File: src/rtl/sn76489_cmd_decoder_if.sv
// Bus between the serial shift front end and the SN76489 command decoder:
// byte framing inputs plus the decoded tone/noise/attenuation registers.
interface sn76489_cmd_decoder_if;
   logic       SHIFT_EN;
   logic       SYNC;
   logic [7:0] BYTE_IN;
   logic [9:0] TONE0;
   logic [9:0] TONE1;
   logic [9:0] TONE2;
   logic [2:0] NOISE_CTRL;
   logic [3:0] ATTN0;
   logic [3:0] ATTN1;
   logic [3:0] ATTN2;
   logic [3:0] ATTN3;
   logic       NOISE_WR;
   logic       BYTE_DONE;
   logic [2:0] LATCH_Q;

   modport master (
      output SHIFT_EN, SYNC, BYTE_IN,
      input  TONE0, TONE1, TONE2, NOISE_CTRL,
      input  ATTN0, ATTN1, ATTN2, ATTN3,
      input  NOISE_WR, BYTE_DONE, LATCH_Q
   );

   modport slave (
      input  SHIFT_EN, SYNC, BYTE_IN,
      output TONE0, TONE1, TONE2, NOISE_CTRL,
      output ATTN0, ATTN1, ATTN2, ATTN3,
      output NOISE_WR, BYTE_DONE, LATCH_Q
   );
endinterface

File: src/rtl/sn76489_cmd_decoder.sv
// SN76489 latch/data command decoder: counts shift strobes, and one cycle after
// a full byte is assembled writes exactly one tone, noise or attenuation register.
module sn76489_cmd_decoder (
   input logic                   CLK,
   input logic                   RST,
   sn76489_cmd_decoder_if.slave  bus
);

   logic [2:0] bit_cnt;
   logic       pending;
   logic [2:0] latch_q;
   logic [9:0] tone0, tone1, tone2;
   logic [2:0] noise_ctrl;
   logic [3:0] attn0, attn1, attn2, attn3;
   logic       noise_wr;
   logic       byte_done;

   logic       is_latch;
   logic [2:0] sel;
   logic [9:0] tone_cur;
   logic [9:0] tone_next;

   // A latch byte addresses its own target; a data byte reuses the last latch.
   always_comb begin
      is_latch = bus.BYTE_IN[7];
      sel      = is_latch ? bus.BYTE_IN[6:4] : latch_q;
      case (sel[2:1])
         2'd0:    tone_cur = tone0;
         2'd1:    tone_cur = tone1;
         default: tone_cur = tone2;
      endcase
      tone_next = is_latch ? {tone_cur[9:4], bus.BYTE_IN[3:0]}
                           : {bus.BYTE_IN[5:0], tone_cur[3:0]};
   end

   always_ff @(posedge CLK) begin
      if (RST) begin
         bit_cnt    <= 3'd0;
         pending    <= 1'b0;
         latch_q    <= 3'b000;
         tone0      <= 10'h000;
         tone1      <= 10'h000;
         tone2      <= 10'h000;
         noise_ctrl <= 3'b000;
         attn0      <= 4'hF;
         attn1      <= 4'hF;
         attn2      <= 4'hF;
         attn3      <= 4'hF;
         noise_wr   <= 1'b0;
         byte_done  <= 1'b0;
      end else begin
         byte_done <= 1'b0;
         noise_wr  <= 1'b0;

         // A strobe coinciding with SYNC is bit 0 of a freshly framed byte.
         if (bus.SYNC)
            bit_cnt <= bus.SHIFT_EN ? 3'd1 : 3'd0;
         else if (bus.SHIFT_EN)
            bit_cnt <= bit_cnt + 3'd1;

         if (bus.SHIFT_EN && !bus.SYNC && (bit_cnt == 3'd7))
            pending <= 1'b1;
         else if (pending)
            pending <= 1'b0;

         if (pending) begin
            byte_done <= 1'b1;
            if (is_latch)
               latch_q <= bus.BYTE_IN[6:4];
            if (sel[0]) begin
               case (sel[2:1])
                  2'd0:    attn0 <= bus.BYTE_IN[3:0];
                  2'd1:    attn1 <= bus.BYTE_IN[3:0];
                  2'd2:    attn2 <= bus.BYTE_IN[3:0];
                  default: attn3 <= bus.BYTE_IN[3:0];
               endcase
            end else if (sel[2:1] == 2'd3) begin
               noise_ctrl <= bus.BYTE_IN[2:0];
               noise_wr   <= 1'b1;
            end else begin
               case (sel[2:1])
                  2'd0:    tone0 <= tone_next;
                  2'd1:    tone1 <= tone_next;
                  default: tone2 <= tone_next;
               endcase
            end
         end
      end
   end

   assign bus.TONE0      = tone0;
   assign bus.TONE1      = tone1;
   assign bus.TONE2      = tone2;
   assign bus.NOISE_CTRL = noise_ctrl;
   assign bus.ATTN0      = attn0;
   assign bus.ATTN1      = attn1;
   assign bus.ATTN2      = attn2;
   assign bus.ATTN3      = attn3;
   assign bus.NOISE_WR   = noise_wr;
   assign bus.BYTE_DONE  = byte_done;
   assign bus.LATCH_Q    = latch_q;

endmodule

File: src/flat_wrapper.sv
// flat-port wrapper written by rule: the top's interface ports become plain ports
module sn76489_cmd_decoder_flat 
  (CLK, RST, bus_SHIFT_EN, bus_SYNC, bus_BYTE_IN, bus_TONE0, bus_TONE1, bus_TONE2, bus_NOISE_CTRL, bus_ATTN0, bus_ATTN1, bus_ATTN2, bus_ATTN3, bus_NOISE_WR, bus_BYTE_DONE, bus_LATCH_Q);
  sn76489_cmd_decoder_if bus_i ();
  input logic CLK;
  input logic RST;
  input wire logic [$bits(bus_i.SHIFT_EN)-1:0] bus_SHIFT_EN;
  input wire logic [$bits(bus_i.SYNC)-1:0] bus_SYNC;
  input wire logic [$bits(bus_i.BYTE_IN)-1:0] bus_BYTE_IN;
  output wire logic [$bits(bus_i.TONE0)-1:0] bus_TONE0;
  output wire logic [$bits(bus_i.TONE1)-1:0] bus_TONE1;
  output wire logic [$bits(bus_i.TONE2)-1:0] bus_TONE2;
  output wire logic [$bits(bus_i.NOISE_CTRL)-1:0] bus_NOISE_CTRL;
  output wire logic [$bits(bus_i.ATTN0)-1:0] bus_ATTN0;
  output wire logic [$bits(bus_i.ATTN1)-1:0] bus_ATTN1;
  output wire logic [$bits(bus_i.ATTN2)-1:0] bus_ATTN2;
  output wire logic [$bits(bus_i.ATTN3)-1:0] bus_ATTN3;
  output wire logic [$bits(bus_i.NOISE_WR)-1:0] bus_NOISE_WR;
  output wire logic [$bits(bus_i.BYTE_DONE)-1:0] bus_BYTE_DONE;
  output wire logic [$bits(bus_i.LATCH_Q)-1:0] bus_LATCH_Q;
  assign bus_i.SHIFT_EN = bus_SHIFT_EN;
  assign bus_i.SYNC = bus_SYNC;
  assign bus_i.BYTE_IN = bus_BYTE_IN;
  assign bus_TONE0 = bus_i.TONE0;
  assign bus_TONE1 = bus_i.TONE1;
  assign bus_TONE2 = bus_i.TONE2;
  assign bus_NOISE_CTRL = bus_i.NOISE_CTRL;
  assign bus_ATTN0 = bus_i.ATTN0;
  assign bus_ATTN1 = bus_i.ATTN1;
  assign bus_ATTN2 = bus_i.ATTN2;
  assign bus_ATTN3 = bus_i.ATTN3;
  assign bus_NOISE_WR = bus_i.NOISE_WR;
  assign bus_BYTE_DONE = bus_i.BYTE_DONE;
  assign bus_LATCH_Q = bus_i.LATCH_Q;
  sn76489_cmd_decoder u_core (.CLK(CLK), .RST(RST), .bus(bus_i));
endmodule
File: config.mk
export PLATFORM = sky130hd
export DESIGN_NAME = sn76489_cmd_decoder_flat
export DESIGN_NICKNAME = d
export VERILOG_FILES = /design/src/rtl/sn76489_cmd_decoder_if.sv /design/src/rtl/sn76489_cmd_decoder.sv /design/src/flat_wrapper.sv
export SDC_FILE = /design/constraint.sdc
export NUM_CORES = 1
export LEC_CHECK = 0
export CAP_MARGIN = 20
export CORE_ASPECT_RATIO = 0.8
export CORE_MARGIN = 10
export CORE_UTILIZATION = 51
export DETAILED_ROUTE_END_ITERATION = 10
export GPL_TIMING_DRIVEN = 0
export PLACE_DENSITY = 0.84
export SLEW_MARGIN = 5
export SYNTH_ARGS = -nofsm -noshare
export SYNTH_HDL_FRONTEND = slang
export SYNTH_SLANG_ARGS = --single-unit
export TNS_END_PERCENT = 30
File: constraint.sdc
create_clock -name CLK -period 4.48 [get_ports CLK]
set_input_delay 0.896 -clock CLK [delete_from_list [all_inputs] [get_ports CLK]]
set_output_delay 0.896 -clock CLK [all_outputs]
set_load 0.1 [all_outputs]
==> impl_metrics.tcl, run 1 <==
set metrics [dict create \
    clockBufferDepth 2 \
    syn-cell-area_um2 2431 \
    layout-drive-gt1-share 0.1041 \
    crit_path_end_kind "primary output" \
    cts_setup_buffers 0 \
    antenna_found_initial 0 \
    hpwl_mm 4.791 \
    synthAdderAreaFrac 0.01029 \
    synth.most_common_cell "dfxtp_1" \
    design_area_um2 3321 \
    dr_wl_met3_um 602 \
    power_per_cell_area_nw_per_um2 295.6 \
    fillers 370 \
    crit_path_cell_trace "clkdlybuf4s50_1" \
    status "finished, final reports clean" \
    first_pass_iters 5 \
    grt_pass1_wl_mm 10.56 \
    cts-hold-fix-buffers 0 \
    grt-ovfl-total 0 \
    max_slew.worst_pin.slew_ps 998.5 \
    hold_slack_ps 478.0 \
    grt_start_max_net_pins 11 \
    fp-row-count 22 \
    crit_path_top_delay_cell "clkdlybuf4s50_1" \
    routed.top_layer "met4" \
    synth_largest_area_cell "dfxtp_1" \
    routed-wl-met2_mm 3.238 \
    post-route-util 0.7224 \
    synth_top_family_by_area "compound AO/OA/AOI/OAI gates" \
    maxSlewViolCount 0 \
    p_switching_w 0.0002283 \
    p_total_w 0.0009816 \
    setup_tns_ps 0 \
    clock_sinks 58 \
    antenna_left 0 \
    cts_tree "done" \
    hold_path_class "register to register" \
    avgSynthCellArea_um2 10.30 \
    place_area_um2 3157 \
    yosysUniqueCellTypes 30 \
    clk_pin_slew_ps 60 \
    cts_root_buffer "clkbuf_8" \
    first_global_vias 2087 \
    viasPerCell 5.531 \
    n_antenna_cell 0 \
    fp.dieW_um 97.19 \
    synthMuxAreaShare 0.1405 \
    setup_viol 0 \
    critPathKind "register to primary output" \
    seqPwrFrac 0.527 \
    drt-initial-drc-count 187 \
    wl_met1_mm 2.740 \
    synth_edf_count 0 \
    cp.arrival_ps 1960 \
    power.share.clock 0.412 \
    die_y_um 81.76 \
    ys_ff_latch 58 \
    routedWlPerCell_um 17.67 \
    grt_usage 0.1677 \
    hold_viol 0 \
    synthSimpleGateAreaFrac 0.1307 \
    dieArea_um2 7946 \
    period_share 0.6380 \
    fmax_ghz 0.3499 \
    timing.final.crit_period_ps 2858 \
    synth_xor_area_frac 0.003603 \
    drt-total-wl_mm 6.662 \
    drc 0 \
    synth.top_cell.area_share 0.4776 \
    cp-start-kind "register" \
    p_comb_frac 0.061 \
    p_sw_frac 0.2326 \
    synth_compound_area_frac 0.1981 \
    clock_latency_ps 340 \
    power.leakage_nw 1.401 \
    path_buf_inv 1 \
    peakVddDrop_mv 0.2691 \
    cts_max_level 3 \
    fin_worst_skew_ps 8.464 \
    synth_common_cells "58 x dfxtp_1, 30 x a22o_1, 30 x nand2_1, 27 x mux2i_1, 15 x o21ai_0" \
    slew_headroom 0.3322 \
    ios 66 \
    synthCells 236 \
    yosysSeqAreaShare 0.4776 \
    cts-buffers-inserted 9 \
    initial_utilization 0.5289 \
    place_congestion 0.7777 \
    max_cap_violations 0 \
    crit_family "buffers and inverters" \
    worstPathMaxFanout 5 \
    area_growth_pct 36.59 \
    core-area_um2 4597 \
    async_reset_ff_frac 0 \
    max_stage_delay_ps 1190 \
    rsz0062_at_grt "no" \
    yosys_warnings 0 \
    port_buffers 65 \
    synthesis.nets 250 \
    worst_ep_required_time_ps 3580 \
    power.internal_w 0.0007532 \
    synthFlopType "dfxtp_1" \
    dr_total_vias 2085 \
    layout.nets 326 \
    postCtsResizedCells 0 \
    synth_area_leaders "dfxtp_1 48%, mux2i_1 11%, a22o_1 11%" \
]
[per-layer routing]
metal | GRT usage | vias up
met5 | 0 | -
met4 | 0.06765 | 0
met3 | 0.08389 | 8
met2 | 0.2827 | 77
met1 | 0.1792 | 988
li1 | - | 1012
[flip-flops by register name, summed over array words and instances (netlist names)]
register,cells
u_core.bit_cnt,3
u_core.bus.TONE0,10
u_core.bus.NOISE_CTRL,3
u_core.bus.TONE2,10
u_core.bus.ATTN3,4
u_core.bus.ATTN2,4
u_core.bus.TONE1,10
u_core.bus.LATCH_Q,3
u_core.bus.BYTE_DONE,1
u_core.bus.ATTN0,4
u_core.bus.ATTN1,4
u_core.pending,1
u_core.bus.NOISE_WR,1
[path summary, 6_finish.rpt]
check / start / slack, ps / depth (start not counted) / to
worst max-delay path: u_core.bus.LATCH_Q[0] / 1620 / 1 / bus_LATCH_Q[0]
worst min-delay path: u_core.bus.ATTN2[2] / 480 / 2 / u_core.bus.ATTN2[2]
worst max register to register: u_core.bus.LATCH_Q[2] / 2640 / 5 / u_core.bus.TONE0[4]
worst min register to register: u_core.bus.ATTN2[2] / 480 / 2 / u_core.bus.ATTN2[2]
[through the flow]
stage / std cells / setup slack, ps
4_1_cts: 377 / 1605
5_1_grt: 377 / 1562
2_1_floorplan: 236 / 2232
3_3_place_gp: 361 / 1697
6_report: 377 / 1622
3_5_place_dp: 361 / 1670
[power groups by stage]
| stage | Combinational [W] | Sequential, W | Clock, W |
|---|---|---|---|
| 6_report | 0.0000603 | 0.000517 | 0.000404 |
| 5_1_grt | 0.0000649 | 0.000517 | 0.000437 |
| 4_1_cts | 0.0000600 | 0.000517 | 0.000411 |
| 3_5_place_dp | 0.0000594 | 0.000529 | 0 |
| 3_3_place_gp | 0.0000580 | 0.000529 | 0 |
| 2_1_floorplan | 0.0000330 | 0.000529 | 0 |
[cell families after synthesis]
family,after synthesis
mux,33
buf+inv,17
simple gates,64
compound gates,61
flops,58
fa+ha+maj,2
xor+xnor,1
[final cells by class]
class | count | area (µm²) | area share
timing repair buffer | 65 | 650.6 | 0.1959
clock inverter | 3 | 15.01 | 0.004521
inverter | 5 | 18.77 | 0.005652
buffer | 12 | 76.32 | 0.02298
clock buffer | 13 | 148.9 | 0.04484
multi-input combinational | 161 | 1175 | 0.3538
tap | 60 | 75.07 | 0.02261
sequential | 58 | 1161 | 0.3497
[cells in the final DEF (no fill, tap or decap), types with 2 or more instances in the layout]
cell type / synthesis / final
a21oi_1: 3 / 3
buf_6: 3 / 3
clkbuf_8: 0 / 10
a211oi_1: 5 / 5
o31a_1: 3 / 3
o21ai_0: 15 / 15
clkinv_2: 0 / 3
nor2_1: 11 / 11
o211ai_4: 2 / 2
a22o_1: 30 / 30
nand2_1: 30 / 30
nor3_1: 4 / 4
o211ai_1: 3 / 3
inv_1: 5 / 5
clkdlybuf4s50_1: 0 / 65
buf_2: 4 / 4
nor3b_2: 2 / 2
nor3b_1: 2 / 2
clkbuf_1: 4 / 7
and3b_1: 3 / 3
nor2_2: 2 / 2
nand3_1: 2 / 2
mux2i_1: 27 / 27
ha_1: 2 / 2
mux2_2: 5 / 5
dfxtp_1: 58 / 58
nor2b_1: 5 / 5
(Power assumes the default switching activity.)
==> run 2: changes to the inputs <==
--- a/config.mk
+++ b/config.mk
@@ -8,10 +8,10 @@
 export CAP_MARGIN = 20
 export CORE_ASPECT_RATIO = 0.8
 export CORE_MARGIN = 10
-export CORE_UTILIZATION = 51
+export CORE_UTILIZATION = 43
 export DETAILED_ROUTE_END_ITERATION = 10
 export GPL_TIMING_DRIVEN = 0
-export PLACE_DENSITY = 0.84
+export PLACE_DENSITY = 0.75
 export SLEW_MARGIN = 5
 export SYNTH_ARGS = -nofsm -noshare
 export SYNTH_HDL_FRONTEND = slang
==> constraint.sdc (replaced) <==
create_clock -name CLK -period 2.6 [get_ports CLK]
set_input_delay 0.52 -clock CLK [delete_from_list [all_inputs] [get_ports CLK]]
set_output_delay 0.52 -clock CLK [all_outputs]
set_load 0.1 [all_outputs]
==> impl_metrics.tcl, run 2 (synthesis gave the netlist of run 1 again) <==
set metrics [dict create \
    status "finished, final reports clean" \
    path_buf_inv 1 \
    drt-initial-drc-count 152 \
    max_stage_delay_ps 1200 \
    cts_root_buffer "clkbuf_8" \
    first_global_vias 1959 \
    antenna_left 0 \
    antenna_found_initial 0 \
    routedWlPerCell_um 16.32 \
    hpwl_mm 4.691 \
    dr_total_vias 2041 \
    grt_pass1_wl_mm 10.34 \
    period_share 0.9505 \
    post-route-util 0.6129 \
    postCtsResizedCells 0 \
    clock_latency_ps 330 \
    timing.final.crit_period_ps 2471 \
    fp-row-count 24 \
    cp-start-kind "register" \
    maxSlewViolCount 0 \
    cts-buffers-inserted 9 \
    worst_ep_required_time_ps 2080 \
    max_slew.worst_pin.slew_ps 1000 \
    critPathKind "register to primary output" \
    fmax_ghz 0.4046 \
    power_per_cell_area_nw_per_um2 509.1 \
    grt_start_max_net_pins 11 \
    ios 66 \
    cts-hold-fix-buffers 0 \
    initial_utilization 0.4448 \
    hold_path_class "register to register" \
    final_common_cell "clkdlybuf4s50_1" \
    fillers 486 \
    peakVddDrop_mv 0.4147 \
    core-area_um2 5465 \
    slew_headroom 0.3309 \
    cts_setup_buffers 0 \
    n_antenna_cell 0 \
    crit_family "buffers and inverters" \
    layout-drive-gt1-share 0.1076 \
    final_cell_mix "65 x clkdlybuf4s50_1, 58 x dfxtp_1, 30 x nand2_1, 30 x a22o_1, 27 x mux2i_1" \
    grt_usage 0.1429 \
    drc 0 \
    dieArea_um2 9080 \
    layout.nets 326 \
    crit_path_cell_trace "clkdlybuf4s50_1" \
    setup_tns_ps 0 \
    max_cap_violations 0 \
    clock_sinks 58 \
    area_growth_pct 37.78 \
    hold_viol 0 \
    setup_viol 0 \
    viasPerCell 5.180 \
    clockBufferDepth 2 \
    crit_path_top_delay_cell "clkdlybuf4s50_1" \
    crit_path_end_kind "primary output" \
    cp.arrival_ps 1950 \
    power.leakage_nw 1.406 \
    cts_max_level 3 \
    place_congestion 0.7929 \
    port_buffers 65 \
    clk_pin_slew_ps 60 \
    fin_worst_skew_ps 4.713 \
    drt-total-wl_mm 6.431 \
    rsz0062_at_grt "no" \
    cts_tree "done" \
    first_pass_iters 4 \
    grt-ovfl-total 0 \
    fp.dieW_um 104.1 \
    worstPathMaxFanout 5 \
    die_y_um 87.26 \
]
==> run 2: cell types whose count changed in the layout (fill, tap and decap cells not counted) <==
cell      before  now
clkbuf_8      10   11
clkbuf_1       7    5
==> run 2: per-stage QoR <==
| stage | area (µm²) | total power, W | worst slack (ps) | instances | hold WS, ps |
|---|---|---|---|---|---|
| 6_report | 3349 | 0.001705 | 128.6 | 394 | 475.4 |
| 5_1_grt | 3349 | 0.001769 | 70.88 | 394 | 500.4 |
| 4_1_cts | 3349 | 0.001722 | 119.6 | 394 | 479.5 |
| 3_3_place_gp | 3179 | 0.001012 | 160.2 | 379 | 456.4 |
| 3_5_place_dp | 3179 | 0.001013 | 164.9 | 379 | 464.7 |
| 2_1_floorplan | 2431 | 0.0009675 | 351.8 | 236 | 498.8 |
==> run 2: worst register-to-register path, stage by stage, from the launching register on <==
cell and delay, ps:
dfxtp_1 330, buf_4 180, nor3b_1 270, nor2_1 100
nor2_1 580, a22o_1 260
==> run 2: power breakdown <==
| part | internal [W] | switching, W |
|---|---|---|
| clock network | 0.000387 | 0.000323 |
| registers | 0.000891 | 0.000000910 |
| logic | 0.0000404 | 0.0000632 |
==> run 2: worst paths after layout <==
kind / start / endpoint / slack (ps) / depth (start not counted)
max reg2reg: u_core.bus.LATCH_Q[2] / u_core.bus.TONE2[3] / 820 / 5
max: u_core.bus.LATCH_Q[0] / bus_LATCH_Q[0] / 130 / 1
min: u_core.bus.ATTN2[0] / u_core.bus.ATTN2[0] / 480 / 2
min reg2reg: u_core.bus.ATTN2[0] / u_core.bus.ATTN2[0] / 480 / 2
==> run 2: per-layer routing <==
metal,vias to the layer above,wire length (µm),track usage
met2,68,2725,0.2201
met3,14,657,0.06731
li1,1009,-,-
met1,950,2924,0.1698
met5,-,0,0
met4,0,124,0.05675
==> run 2: area by class of cell <==
| type | count | area, µm² | share of cell area |
|---|---|---|---|
| Sequential cell | 58 | 1161 | 0.3467 |
| Multi-Input combinational cell | 161 | 1175 | 0.3508 |
| Buffer | 12 | 76.32 | 0.02279 |
| Clock inverter | 3 | 15.01 | 0.004483 |
| Clock buffer | 12 | 155.1 | 0.04632 |
| Tap cell | 78 | 97.59 | 0.02914 |
| Timing Repair Buffer | 65 | 650.6 | 0.1942 |
| Inverter | 5 | 18.77 | 0.005603 |
==> run 3: changes to the inputs <==
--- a/config.mk
+++ b/config.mk
@@ -5,13 +5,14 @@
 export SDC_FILE = /design/constraint.sdc
 export NUM_CORES = 1
 export LEC_CHECK = 0
+export ABC_AREA = 1
 export CAP_MARGIN = 20
 export CORE_ASPECT_RATIO = 0.8
-export CORE_MARGIN = 10
-export CORE_UTILIZATION = 43
+export CORE_MARGIN = 1
+export CORE_UTILIZATION = 44
 export DETAILED_ROUTE_END_ITERATION = 10
 export GPL_TIMING_DRIVEN = 0
-export PLACE_DENSITY = 0.75
+export PLACE_DENSITY = 0.76
 export SLEW_MARGIN = 5
 export SYNTH_ARGS = -nofsm -noshare
 export SYNTH_HDL_FRONTEND = slang
==> impl_metrics.tcl, run 3 <==
set metrics [dict create \
    status "finished, final reports clean" \
    place_congestion 0.9059 \
    cts_root_buffer "clkbuf_8" \
    synth_common_cells "108 x nand2_1, 58 x dfxtp_1, 46 x inv_1, 41 x a21oi_1, 33 x nand3_1" \
    power.leakage_nw 1.676 \
    area_growth_pct 35.93 \
    port_buffers 64 \
    grt_start_max_net_pins 11 \
    viasPerCell 5.063 \
    core-area_um2 5585 \
    crit_family "buffers and inverters" \
    synth_edf_count 0 \
    final_common_cell "nand2_1" \
    synth.top_cell.area_share 0.4427 \
    cp.arrival_ps 1930 \
    fp-row-count 24 \
    setup_viol 0 \
    dr_wl_met3_um 646 \
    async_reset_ff_frac 0 \
    reg2reg_to "u_core.bus.TONE2[9]" \
    fp.dieW_um 88.32 \
    synth.most_common_cell "nand2_1" \
    layout.nets 453 \
    ios 66 \
    peakVddDrop_mv 0.2998 \
    avgSynthCellArea_um2 7.205 \
    rr_startpoint "u_core.bus.LATCH_Q[2]" \
    maxSlewViolCount 0 \
    layout-drive-gt1-share 0.1084 \
    dr_total_vias 2638 \
    rsz0062_at_grt "no" \
    fmax_ghz 0.4076 \
    dieArea_um2 6275 \
    synth_largest_area_cell "dfxtp_1" \
    routedWlPerCell_um 13.68 \
    crit_path_top_delay_cell "clkdlybuf4s50_1" \
    syn-cell-area_um2 2623 \
    drt-initial-drc-count 248 \
    setup_tns_ps 0 \
    max_stage_delay_ps 1170 \
    synthesis.nets 378 \
    cp-start-kind "register" \
    antenna_found_initial 0 \
    fillers 518 \
    timing.final.crit_period_ps 2454 \
    grt-ovfl-total 0 \
    cts-buffers-inserted 9 \
    crit_path_end_kind "primary output" \
    final_cell_mix "108 x nand2_1, 64 x clkdlybuf4s50_1, 58 x dfxtp_1, 46 x inv_1, 41 x a21oi_1" \
    n_antenna_cell 0 \
    synthCells 364 \
    grt_pass1_wl_mm 11.54 \
    yosysSeqAreaShare 0.4427 \
    worst_ep_required_time_ps 2080 \
    cts-hold-fix-buffers 0 \
    routed.top_layer "met4" \
    cts_max_level 3 \
    clockBufferDepth 2 \
    min_delay_worst_endpoint "u_core.bit_cnt[1]" \
    path_buf_inv 1 \
    first_global_vias 2482 \
    first_pass_iters 5 \
    ys_ff_latch 58 \
    drt-total-wl_mm 7.127 \
    clock_latency_ps 330 \
    layout.cells.non_filler 521 \
    routed-wl-met2_mm 3.196 \
    postCtsResizedCells 0 \
    clock_sinks 58 \
    hold_path_class "register to register" \
    die_y_um 71.05 \
    grt_usage 0.2454 \
    antenna_left 0 \
    period_share 0.9437 \
    max_slew.worst_pin.slew_ps 977.1 \
    max_cap_violations 0 \
    initial_utilization 0.4695 \
    reg2reg_depth 7 \
    min_from "u_core.bit_cnt[1]" \
    post-route-util 0.6382 \
    crit_path_cell_trace "clkdlybuf4s50_1" \
    drc 0 \
    place_inst 506 \
    wl_met1_mm 3.128 \
    yosysUniqueCellTypes 22 \
    clk_pin_slew_ps 60 \
    fin_worst_skew_ps 5.423 \
    min_delay_path_depth 2 \
    hold_viol 0 \
    synth_area_leaders "dfxtp_1 44%, nand2_1 15%, a21oi_1 7.8%" \
    hpwl_mm 4.891 \
    worstPathMaxFanout 6 \
    slew_headroom 0.3465 \
    power_per_cell_area_nw_per_um2 521.8 \
    cts_tree "done" \
    cts_setup_buffers 0 \
    synthFlopType "dfxtp_1" \
    r2r_setup_slack_ps 1130 \
    critPathKind "register to primary output" \
    yosys_warnings 0 \
]
[run 3: cell count changes after synthesis, sizes merged, moves of 6 or more]
cell | previous run | this run
nand2 | 30 | 119
inv | 5 | 50
a21oi | 3 | 45
nand3 | 2 | 34
a22o | 30 | 0
mux2i | 27 | 0
o211ai | 5 | 17
o21ai | 15 | 5
mux2 | 6 | 0
[run 3: worst max-delay path by stage]
stage | slack [ps] | cells after the start | start | to
6_report | 150 | 1 | u_core.bus.LATCH_Q[2] | bus_LATCH_Q[2]
3_5_place_dp | 400 | 8 | bus_BYTE_IN[7] | u_core.bus.TONE2[2]
5_1_grt | 90 | 1 | u_core.bus.LATCH_Q[2] | bus_LATCH_Q[2]
2_1_floorplan | 690 | 8 | u_core.bus.LATCH_Q[2] | u_core.bus.TONE2[0]
4_1_cts | 130 | 1 | u_core.bus.LATCH_Q[2] | bus_LATCH_Q[2]
3_3_place_gp | 450 | 8 | bus_BYTE_IN[7] | u_core.bus.TONE2[9]
[run 3: worst reg2reg max path: cells and delay by family (launching register included)]
family | cells | cell delay [ps]
buffers and inverters | 2 | 450
DFF | 1 | 360
and+or+nand+nor | 4 | 330
AOI/OAI and AO/OA | 1 | 260
[run 3: logic make-up (layout without fill, tap and decap cells)]
group | count (synthesis) | count (layout) | share of synthesized area
buffers and inverters | 67 | 146 | 0.1116
AND/OR/NAND/NOR | 170 | 170 | 0.2863
AO/OA/AOI/OAI | 67 | 67 | 0.1498
adder cells (fa/ha/maj) | 2 | 2 | 0.009540
flip-flops | 58 | 58 | 0.4427
[run 3: report_power, final]
part	switching (W)	internal [W]
Clock	0.000326	0.000514
Combinational	0.0000870	0.0000411
Sequential	0.00000114	0.000890
[run 3: cell type report]
| cell class | instances | area (µm²) | share of cell area |
|---|---|---|---|
| Buffer | 15 | 97.59 | 0.02738 |
| Clock buffer | 13 | 168.9 | 0.04739 |
| Clock inverter | 2 | 35.03 | 0.009828 |
| Inverter | 52 | 195.2 | 0.05476 |
| Multi-Input combinational cell | 239 | 1169 | 0.3278 |
| Sequential cell | 58 | 1161 | 0.3257 |
| Tap cell | 78 | 97.59 | 0.02738 |
| Timing Repair Buffer | 64 | 640.6 | 0.1797 |
[run 3: per-stage QoR]
stage / total power [W] / setup slack [ps] / area (µm²) / hold slack (ps)
CTS: 0.001870 / 125.7 / 3565 / 454.7
detailed placement: 0.001035 / 403.5 / 3361 / 459.1
finish: 0.001860 / 146.4 / 3565 / 464.0
global placement: 0.001035 / 446.9 / 3361 / 455.7
floorplan: 0.0009892 / 691.7 / 2623 / 442.6
global route: 0.001923 / 92.28 / 3565 / 470.6
[run 3: routing by layer]
layer | vias to the layer above | GRT usage
met5 | - | 0
met4 | 0 | 0.1093
met3 | 15 | 0.08051
met2 | 109 | 0.3795
met1 | 1200 | 0.3110
li1 | 1314 | -
